### src/rtl/a1339_spi_responder.sv
// a1339_spi_responder
// Emulates an A1339 angle sensor on an SPI mode 3 bus (CPOL=1, CPHA=1,
// MSB first, 20-bit frames). The master sends a 16-bit command plus a CRC4.
// The responder returns {status, angle} plus a CRC4 in the same frame.
// All SPI pins are oversampled in the system clock domain.
//
// Ports
//   clock, reset_n      system clock, asynchronous active-low reset
//   sck_i, ss_n_i       SPI clock (idles high) and slave select (active low)
//   mosi_i / miso_o     serial data in / out (miso_o is 0 when not selected)
//   miso_oe_o           high while a frame is being served (external tri-state)
//   angle_i, status_i   response contents, snapshotted at frame start
//   crc_corrupt_i       inverts response CRC bit 0 for the frame it starts
//   cmd_o               last command received with a good CRC
//   cmd_valid_o         pulse: good 20-bit frame
//   crc_err_o           pulse: 20-bit frame with a CRC mismatch
//   frame_err_o         pulse: frame ended with a bit count other than 20
//   frame_count_o       number of completed 20-bit frames (wraps)

module a1339_spi_responder #(
    parameter int         SYNC_STAGES    = 2,
    parameter int         FRAME_BITS     = 20,
    parameter logic [3:0] STATUS_DEFAULT = 4'h0
) (
    input  logic        clock,
    input  logic        reset_n,
    input  logic        sck_i,
    input  logic        ss_n_i,
    input  logic        mosi_i,
    output logic        miso_o,
    output logic        miso_oe_o,
    input  logic [11:0] angle_i,
    input  logic [3:0]  status_i,
    input  logic        crc_corrupt_i,
    output logic [15:0] cmd_o,
    output logic        cmd_valid_o,
    output logic        crc_err_o,
    output logic        frame_err_o,
    output logic [15:0] frame_count_o
);

    localparam logic [4:0] BitsFull    = 5'(FRAME_BITS);
    localparam logic [4:0] BitsSat     = 5'(FRAME_BITS + 1);
    localparam logic [4:0] PayloadBits = 5'(FRAME_BITS - 4);

    typedef enum logic [1:0] {
        WAIT_DESELECT,
        IDLE,
        ACTIVE,
        EVAL
    } state_t;

    // One serial step of CRC4 x^4+x+1, MSB first.
    function automatic logic [3:0] crc4Step(input logic [3:0] c, input logic d);
        logic inv;
        inv = d ^ c[3];
        return {c[2], c[1], c[0] ^ inv, inv};
    endfunction

    // CRC4 of a full 16-bit word, unrolled so the response CRC is ready
    // in the same cycle the frame is loaded.
    function automatic logic [3:0] crc4Word(input logic [15:0] w);
        logic [3:0] c;
        c = 4'hF;
        for (int i = 15; i >= 0; i--) begin
            c = crc4Step(c, w[i]);
        end
        return c;
    endfunction

    logic [SYNC_STAGES-1:0] sckSync_q;
    logic [SYNC_STAGES-1:0] ssSync_q;
    logic [SYNC_STAGES-1:0] mosiSync_q;
    logic                   sckPrev_q;
    logic                   ssPrev_q;

    logic sckS, ssS, mosiS;
    logic sckRise, sckFall, ssRise, ssFall;

    state_t                 state_q, state_d;
    logic [FRAME_BITS-1:0]  txShift_q, txShift_d;
    logic [FRAME_BITS-1:0]  rxShift_q, rxShift_d;
    logic [3:0]             rxCrc_q, rxCrc_d;
    logic [4:0]             bitCount_q, bitCount_d;
    logic                   miso_q, miso_d;
    logic                   misoOe_q, misoOe_d;
    logic [15:0]            cmd_q, cmd_d;
    logic                   cmdValid_q, cmdValid_d;
    logic                   crcErr_q, crcErr_d;
    logic                   frameErr_q, frameErr_d;
    logic [15:0]            frameCount_q, frameCount_d;
    logic [15:0]            resp;

    // The select chain resets to "selected" so that a frame already running
    // when reset is released never produces a false select edge; the FSM
    // waits for a genuine deselect first.
    always_ff @(posedge clock or negedge reset_n) begin
        if (!reset_n) begin
            sckSync_q  <= '1;
            ssSync_q   <= '0;
            mosiSync_q <= '0;
            sckPrev_q  <= 1'b1;
            ssPrev_q   <= 1'b0;
        end else begin
            sckSync_q  <= {sckSync_q[SYNC_STAGES-2:0], sck_i};
            ssSync_q   <= {ssSync_q[SYNC_STAGES-2:0], ss_n_i};
            mosiSync_q <= {mosiSync_q[SYNC_STAGES-2:0], mosi_i};
            sckPrev_q  <= sckS;
            ssPrev_q   <= ssS;
        end
    end

    assign sckS    = sckSync_q[SYNC_STAGES-1];
    assign ssS     = ssSync_q[SYNC_STAGES-1];
    assign mosiS   = mosiSync_q[SYNC_STAGES-1];
    assign sckRise = sckS & ~sckPrev_q;
    assign sckFall = ~sckS & sckPrev_q;
    assign ssRise  = ssS & ~ssPrev_q;
    assign ssFall  = ~ssS & ssPrev_q;

    assign resp = {status_i | STATUS_DEFAULT, angle_i};

    // Next-state and datapath. Select edges take priority over SCK edges in
    // the same cycle; SCK edges are only honoured while ACTIVE.
    always_comb begin
        state_d      = state_q;
        txShift_d    = txShift_q;
        rxShift_d    = rxShift_q;
        rxCrc_d      = rxCrc_q;
        bitCount_d   = bitCount_q;
        miso_d       = miso_q;
        misoOe_d     = misoOe_q;
        cmd_d        = cmd_q;
        cmdValid_d   = 1'b0;
        crcErr_d     = 1'b0;
        frameErr_d   = 1'b0;
        frameCount_d = frameCount_q;

        case (state_q)
            WAIT_DESELECT: begin
                if (ssS) begin
                    state_d = IDLE;
                end
            end
            IDLE: begin
                if (ssFall) begin
                    txShift_d  = {resp, crc4Word(resp) ^ {3'b000, crc_corrupt_i}};
                    rxShift_d  = '0;
                    rxCrc_d    = 4'hF;
                    bitCount_d = '0;
                    miso_d     = 1'b0;
                    misoOe_d   = 1'b1;
                    state_d    = ACTIVE;
                end
            end
            ACTIVE: begin
                if (ssRise) begin
                    miso_d   = 1'b0;
                    misoOe_d = 1'b0;
                    state_d  = EVAL;
                end else if (sckFall) begin
                    miso_d    = txShift_q[FRAME_BITS-1];
                    txShift_d = {txShift_q[FRAME_BITS-2:0], 1'b0};
                end else if (sckRise) begin
                    rxShift_d = {rxShift_q[FRAME_BITS-2:0], mosiS};
                    if (bitCount_q < PayloadBits) begin
                        rxCrc_d = crc4Step(rxCrc_q, mosiS);
                    end
                    if (bitCount_q != BitsSat) begin
                        bitCount_d = bitCount_q + 5'd1;
                    end
                end
            end
            EVAL: begin
                state_d = IDLE;
                if (bitCount_q == BitsFull) begin
                    frameCount_d = frameCount_q + 16'd1;
                    if (rxShift_q[3:0] == rxCrc_q) begin
                        cmd_d      = rxShift_q[FRAME_BITS-1:4];
                        cmdValid_d = 1'b1;
                    end else begin
                        crcErr_d = 1'b1;
                    end
                end else begin
                    frameErr_d = 1'b1;
                end
            end
            default: state_d = WAIT_DESELECT;
        endcase
    end

    always_ff @(posedge clock or negedge reset_n) begin
        if (!reset_n) begin
            state_q      <= WAIT_DESELECT;
            txShift_q    <= '0;
            rxShift_q    <= '0;
            rxCrc_q      <= '0;
            bitCount_q   <= '0;
            miso_q       <= 1'b0;
            misoOe_q     <= 1'b0;
            cmd_q        <= '0;
            cmdValid_q   <= 1'b0;
            crcErr_q     <= 1'b0;
            frameErr_q   <= 1'b0;
            frameCount_q <= '0;
        end else begin
            state_q      <= state_d;
            txShift_q    <= txShift_d;
            rxShift_q    <= rxShift_d;
            rxCrc_q      <= rxCrc_d;
            bitCount_q   <= bitCount_d;
            miso_q       <= miso_d;
            misoOe_q     <= misoOe_d;
            cmd_q        <= cmd_d;
            cmdValid_q   <= cmdValid_d;
            crcErr_q     <= crcErr_d;
            frameErr_q   <= frameErr_d;
            frameCount_q <= frameCount_d;
        end
    end

    assign miso_o        = miso_q;
    assign miso_oe_o     = misoOe_q;
    assign cmd_o         = cmd_q;
    assign cmd_valid_o   = cmdValid_q;
    assign crc_err_o     = crcErr_q;
    assign frame_err_o   = frameErr_q;
    assign frame_count_o = frameCount_q;

endmodule

### config.mk
export PLATFORM = sky130hd
export DESIGN_NAME = a1339_spi_responder
export DESIGN_NICKNAME = d
export VERILOG_FILES = /design/src/rtl/a1339_spi_responder.sv
export SDC_FILE = /design/constraint.sdc
export NUM_CORES = 1
export LEC_CHECK = 0
export ABC_CLOCK_PERIOD_IN_PS = 2500
export CORE_MARGIN = 2
export CORE_UTILIZATION = 32
export CTS_CLUSTER_SIZE = 40
export DETAILED_ROUTE_END_ITERATION = 10
export GPL_ROUTABILITY_DRIVEN = 0
export MAX_ROUTING_LAYER = met4
export SYNTH_ARGS = -nofsm -noshare
export SYNTH_HDL_FRONTEND = slang
export SYNTH_SLANG_ARGS = --single-unit
### constraint.sdc
create_clock -name clock -period 2.5 [get_ports clock]
set_clock_uncertainty 0.2 [all_clocks]
set_input_delay 0.375 -clock clock [delete_from_list [all_inputs] [get_ports clock]]
set_output_delay 0.375 -clock clock [all_outputs]
set_load 0.005 [all_outputs]
==> impl_metrics.csv, run 1 <==
group,metric,value,unit
pwr,power,4.97,mW
sta,max_freq,0.454,GHz
setup_path,required,2.53,ns
drt,initialDrtViolationCount,183,
logic_synthesis,synth_top_area_frac,0.523,
final_layout,layout.cells.most_common_list,"dfrtp_1 (93), nand2_1 (75), clkdlybuf4s50_1 (57)",
sta,relSlewSlack,0.698,
pwr,peakVddDrop,0.397,mV
die,dieArea,14900,sq um
global_routing,grt_max_degree,63,
logic_synthesis,yosysSeqAreaShare,0.541,
sta,fin_crit,2.20,ns
die,initial_utilization,0.324,
sta,post-route-period-util,0.881,
final_layout,final_core_util,0.408,
sta,final-hold-violation-count,0,
logic_synthesis,synth_top_cell_by_area,"dfrtp_1",
clock_network,cts_tree,"yes",
setup_path,worstSetupPathType,"input pin to register",
clock_network,ctsResizeCount,0,
final_layout,n_fill_cell,1326,
global_routing,grt.overflow.total,0,
drt,postRouteAntennaNets,0,
die,core,13700,sq um
setup_path,cp_num_buf_inv,1,
die,rows,43,
setup_path,endpoint_kind,"register",
logic_synthesis,synth_seq_cells,96,
final_layout,finalNetCount,499,
logic_synthesis,synth-edff-count,0,
sta,whs,0.155,ns
setup_path,startpoint_type,"input pin",
setup_path,max_stage_delay,0.53,ns
final_layout,antennaDiodeCount,0,
final_layout,multi_input_area,1930,sq um
clock_network,insertion_delay,0.35,ns
placement,portBuffers,58,
clock_network,postCtsHoldBufs,1,
run,cap_viol_max_count,0,
drt,wl_per_cell,12.5,um
global_routing,grt_antenna_before_repair,0,
drt,drt_wl_total,8140,um
sta,setup_violations,0,
sta,rsz0062_at_grt,"no",
final_layout,layout.cells.most_common,"dfrtp_1",
setup_path,cp_cell_sequence,"clkdlybuf4s50_1, xnor3_2, xnor2_4, xnor3_1, o21ai_1, mux2_1",
sta,setup_tns,0,ns
global_routing,grt_pass1_wl,13900,um
clock_network,cts_buffers,9,
worst_hold_path,min_path_type,"register to register",
logic_synthesis,syn_area,4450,sq um
logic_synthesis,yosys-top-cells-area,"dfrtp_1 (52%), nand2_1 (6.3%), o21ai_0 (5.2%)",
die,die_x,122,um
logic_synthesis,syn_nets,431,
clock_network,post_cts_buffers,0,
setup_path,worstPathArrival,2.24,ns
pwr,power_density,887,nW/um^2
drt,viasPerCell,4.50,
logic_synthesis,synth_ff_type,"dfrtp_1",
final_layout,ff_latch_area,2410,sq um
setup_path,worst_path_max_delay_cell,"clkdlybuf4s50_1",
placement,dp_hpwl,5550,um
clock_network,ctsHtreeMaxLevel,3,
global_routing,grt_pass1_vias,2955,
final_layout,syn_to_final_growth,25.8,%
global_routing,grtUsageTotal,0.124,
drt,vias,2935,
clock_network,cts_root_buf,"clkbuf_16",
logic_synthesis,ys_types,41,
clock_network,clock_path_buffers,2,
logic_synthesis,async_flop_share,1.00,
clock_network,path_clk_slew,0.07,ns
setup_path,worstPathMaxFanout,3,
run_status,status,"finished clean",
sta,tightest_slew,0.448,ns
pwr,p_leak,2.54,nW
drt,firstDrtPassIters,5,
clock_network,cts.sinks,96,
die,ios,59,
sta,maxSlewViolCount,0,
logic_synthesis,synthCells,400,
logic_synthesis,avgSynthCellArea,11.1,sq um
setup_path,crit_family,"XOR/XNOR gates",
die,die_y,122,um
final_layout,drive_above_1_share,0.121,
drt,drc,0,
logic_synthesis,yosys_warnings,0,
==> kinds of logic (layout without fill, tap and decap cells) <==
group / after synthesis / in the layout / synth area share
and+or+nand+nor: 125 / 125 / 0.123
DFF: 96 / 96 / 0.541
AOI/OAI and AO/OA: 58 / 58 / 0.0756
xor gates and xnor gates: 46 / 46 / 0.119
muxes: 38 / 38 / 0.0908
buffers and inverters: 28 / 100 / 0.0256
adders and majority gates: 9 / 9 / 0.0253
==> stage by stage <==
stage	instance area [sq um]	worst slack, ns	cells
after floorplan	4450	0.378	400
after global placement	5320	-0.0723	636
after detailed placement	5320	-0.0681	636
after CTS	5600	0.293	652
after global routing	5600	0.119	652
final	5600	0.298	652
==> layer usage <==
layer / wire (um) / track usage / vias to the layer above
met5: 0 / - / -
met4: 163 / 0.0553 / 0
met3: 316 / 0.0375 / 14
met2: 3820 / 0.193 / 47
met1: 3840 / 0.149 / 1397
li1: - / - / 1477
==> worst reg2reg max path, delay by kind of cell (launching register included) <==
kind	cells	cell delay (ns)
compound gates	1	0.12
simple gates	2	0.37
buf+inv	3	0.68
flops	1	0.42
fa+ha+maj	1	0.24
==> flip-flops by register name, summed over array words and instances, names as in the netlist <==
| name | cells |
|---|---|
| state_q | 2 |
| txShift_q | 20 |
| miso_o | 1 |
| frame_err_o | 1 |
| crc_err_o | 1 |
| miso_oe_o | 1 |
| cmd_o | 16 |
| ssPrev_q | 1 |
| rxCrc_q | 4 |
| ssSync_q | 2 |
| frame_count_o | 16 |
| rxShift_q | 20 |
| mosiSync_q | 2 |
| sckPrev_q | 1 |
| cmd_valid_o | 1 |
| bitCount_q | 5 |
| sckSync_q | 2 |
==> worst paths after layout <==
| kind | from | to | slack (ns) | cells after the start |
|---|---|---|---|---|
| setup / recovery | status_i[0] | txShift_q[2]$_DFFE_PN0P_ | 0.30 | 6 |
| hold / removal | mosiSync_q[0]$_DFF_PN0_ | mosiSync_q[1]$_DFF_PN0_ | 0.16 | 0 |
| setup reg to reg | state_q[0]$_DFFE_PN0P_ | txShift_q[16]$_DFFE_PN0P_ | 0.34 | 7 |
| hold reg to reg | mosiSync_q[0]$_DFF_PN0_ | mosiSync_q[1]$_DFF_PN0_ | 0.16 | 0 |
| max in group asynchronous | reset_n | sckSync_q[0]$_DFF_PN1_ | 1.06 | 3 |
| min in group asynchronous | reset_n | frame_count_o[14]$_DFFE_PN0P_ | 0.32 | 2 |
==> synth_stat cells, types with 4 or more instances <==
cell type and count:
dfrtp_1 93, buf_2 4, nand4_1 5, clkbuf_1 10, inv_1 12, mux2_2 18, nand2_1 75, xnor3_1 5
xnor2_1 16, nand2b_1 4, mux2i_1 19, and3_1 6, nor2_1 17, nand3_1 7, ha_1 9, xor2_1 20
o21ai_0 46
==> where the power goes <==
part,internal (mW),switching [mW],total (mW)
Clock,0.698,0.583,1.28
Sequential,1.83,0.169,2.00
Combinational,0.714,0.974,1.69
Total,3.24,1.73,4.97
==> layout make-up <==
class / count / share of cell area
Sequential cell: 96 / 0.430
Tap cell: 180 / 0.0402
Inverter: 12 / 0.00804
Clock buffer: 11 / 0.0434
Timing Repair Buffer: 73 / 0.128
Multi-Input combinational cell: 276 / 0.345
Clock inverter: 4 / 0.00514
(Power assumes the default switching activity.)
==> inputs of run 2 (changes only) <==
- CELL_PAD_IN_SITES_DETAIL_PLACEMENT: default -> 1
- CELL_PAD_IN_SITES_GLOBAL_PLACEMENT: default -> 2
- PLACE_DENSITY_LB_ADDON: default -> 0.1
==> impl_metrics.csv, run 2 (synthesis results as in run 1) <==
group,metric,value,unit
run_status,status,"finished clean",
pwr,peakVddDrop,0.534,mV
placement,placed_area,5340,sq um
die,die_x,122,um
clock_network,cts_tree,"yes",
drt,postRouteAntennaNets,0,
clock_network,cts_root_buf,"clkbuf_16",
sta,rsz0062_at_grt,"no",
final_layout,layout.cells.most_common,"dfrtp_1",
sta,max_freq,0.452,GHz
setup_path,endpoint_kind,"register",
final_layout,drive_above_1_share,0.128,
drt,vias,2977,
setup_path,worstPathArrival,2.24,ns
setup_path,required,2.53,ns
global_routing,grt.overflow.total,0,
clock_network,postCtsHoldBufs,1,
global_routing,grt_max_degree,41,
global_routing,grt_antenna_before_repair,0,
clock_network,ctsHtreeMaxLevel,3,
pwr,power,5.07,mW
placement,dp_hpwl,6330,um
final_layout,stdcell_count,656,
clock_network,clock_path_buffers,2,
final_layout,reg_top3,"rxShift_q x20, txShift_q x20",
drt,firstDrtPassIters,4,
sta,final-hold-violation-count,0,
sta,maxSlewViolCount,0,
final_layout,finalNetCount,502,
final_layout,antennaDiodeCount,0,
sta,setup_tns,0,ns
final_layout,n_fill_cell,1504,
sta,post-route-period-util,0.885,
sta,tightest_slew,0.489,ns
clock_network,path_clk_slew,0.07,ns
placement,dp.cells,639,
drt,viasPerCell,4.54,
global_routing,grtUsageTotal,0.138,
clock_network,cts.sinks,96,
clock_network,ctsResizeCount,0,
die,rows,43,
clock_network,post_cts_buffers,0,
worst_hold_path,min_path_type,"register to register",
run,cap_viol_max_count,0,
final_layout,syn_to_final_growth,26.6,%
final_layout,final_cell_area,5640,sq um
setup_path,worstSetupPathType,"input pin to register",
die,core,13700,sq um
sta,whs,0.158,ns
clock_network,insertion_delay,0.34,ns
drt,drt_wl_total,8920,um
clock_network,cts_buffers,9,
global_routing,grt_pass1_wl,15400,um
global_routing,grt_pass1_vias,3113,
drt,initialDrtViolationCount,112,
setup_path,worstPathMaxFanout,3,
drt,drc,0,
setup_path,startpoint_type,"input pin",
sta,setup_violations,0,
final_layout,layout.cells.most_common_list,"dfrtp_1 (93), nand2_1 (75), clkdlybuf4s50_1 (57)",
sta,relSlewSlack,0.674,
drt,wl_per_cell,13.6,um
sta,fin_crit,2.21,ns
die,initial_utilization,0.324,
die,die_y,122,um
pwr,p_leak,2.57,nW
die,ios,59,
pwr,power_density,900,nW/um^2
die,dieArea,14900,sq um
placement,portBuffers,58,
## run 2: changes by cell type in the layout (fill, tap and decap cells not counted)
cell / previous run / this run
buf_4: 13 / 16
clkbuf_8: 1 / 2
clkinv_4: 0 / 1
inv_6: 1 / 0
## run 2: layout make-up
type                    count  area [sq um]  share of cell area
inverters                  12          45.0             0.00799
clock inverters             4          28.8             0.00511
flip-flops and latches     96          2410               0.427
repair buffers             76           741               0.131
well taps                 180           225              0.0400
multi-input cells         276          1930               0.343
clock buffers              12           256              0.0455
## run 2: per-layer routing
layer	vias to the layer above	track usage	routed length, um
li1	1481	-	-
met1	1445	0.176	4200
met2	42	0.216	4360
met3	9	0.0243	231
met4	0	0.0625	136
met5	-	-	0
## run 2: critical path: stages
cell and delay [ns]:
clkdlybuf4s50_1 0.53, xnor3_2 0.49, xnor2_4 0.15, xnor3_1 0.37, o21ai_1 0.05, mux2_1 0.28
## run 2: path summary, 6_finish.rpt
check	from	depth (start not counted)	slack (ns)	to
setup / recovery	status_i[0]	6	0.29	txShift_q[2]$_DFFE_PN0P_
hold / removal	sckSync_q[0]$_DFF_PN1_	0	0.16	sckSync_q[1]$_DFF_PN1_
setup reg to reg	state_q[0]$_DFFE_PN0P_	6	0.31	txShift_q[10]$_DFFE_PN0P_
hold reg to reg	sckSync_q[0]$_DFF_PN1_	0	0.16	sckSync_q[1]$_DFF_PN1_
max in group asynchronous	reset_n	3	1.00	sckSync_q[0]$_DFF_PN1_
min in group asynchronous	reset_n	2	0.33	frame_count_o[13]$_DFFE_PN0P_
## run 2: power by group
part           total [mW]  internal [mW]  switching, mW
combinational        1.75          0.744           1.01
clock                1.31          0.729          0.585
sequential           2.00           1.83          0.169
total                5.07           3.30           1.77
## run 2: per-stage QoR
stage                      util  setup WS, ns
final                     0.411         0.288
after global routing      0.411        0.0573
after CTS                 0.411         0.255
after detailed placement  0.389       -0.0834
after global placement    0.389       -0.0673
after floorplan               -         0.378
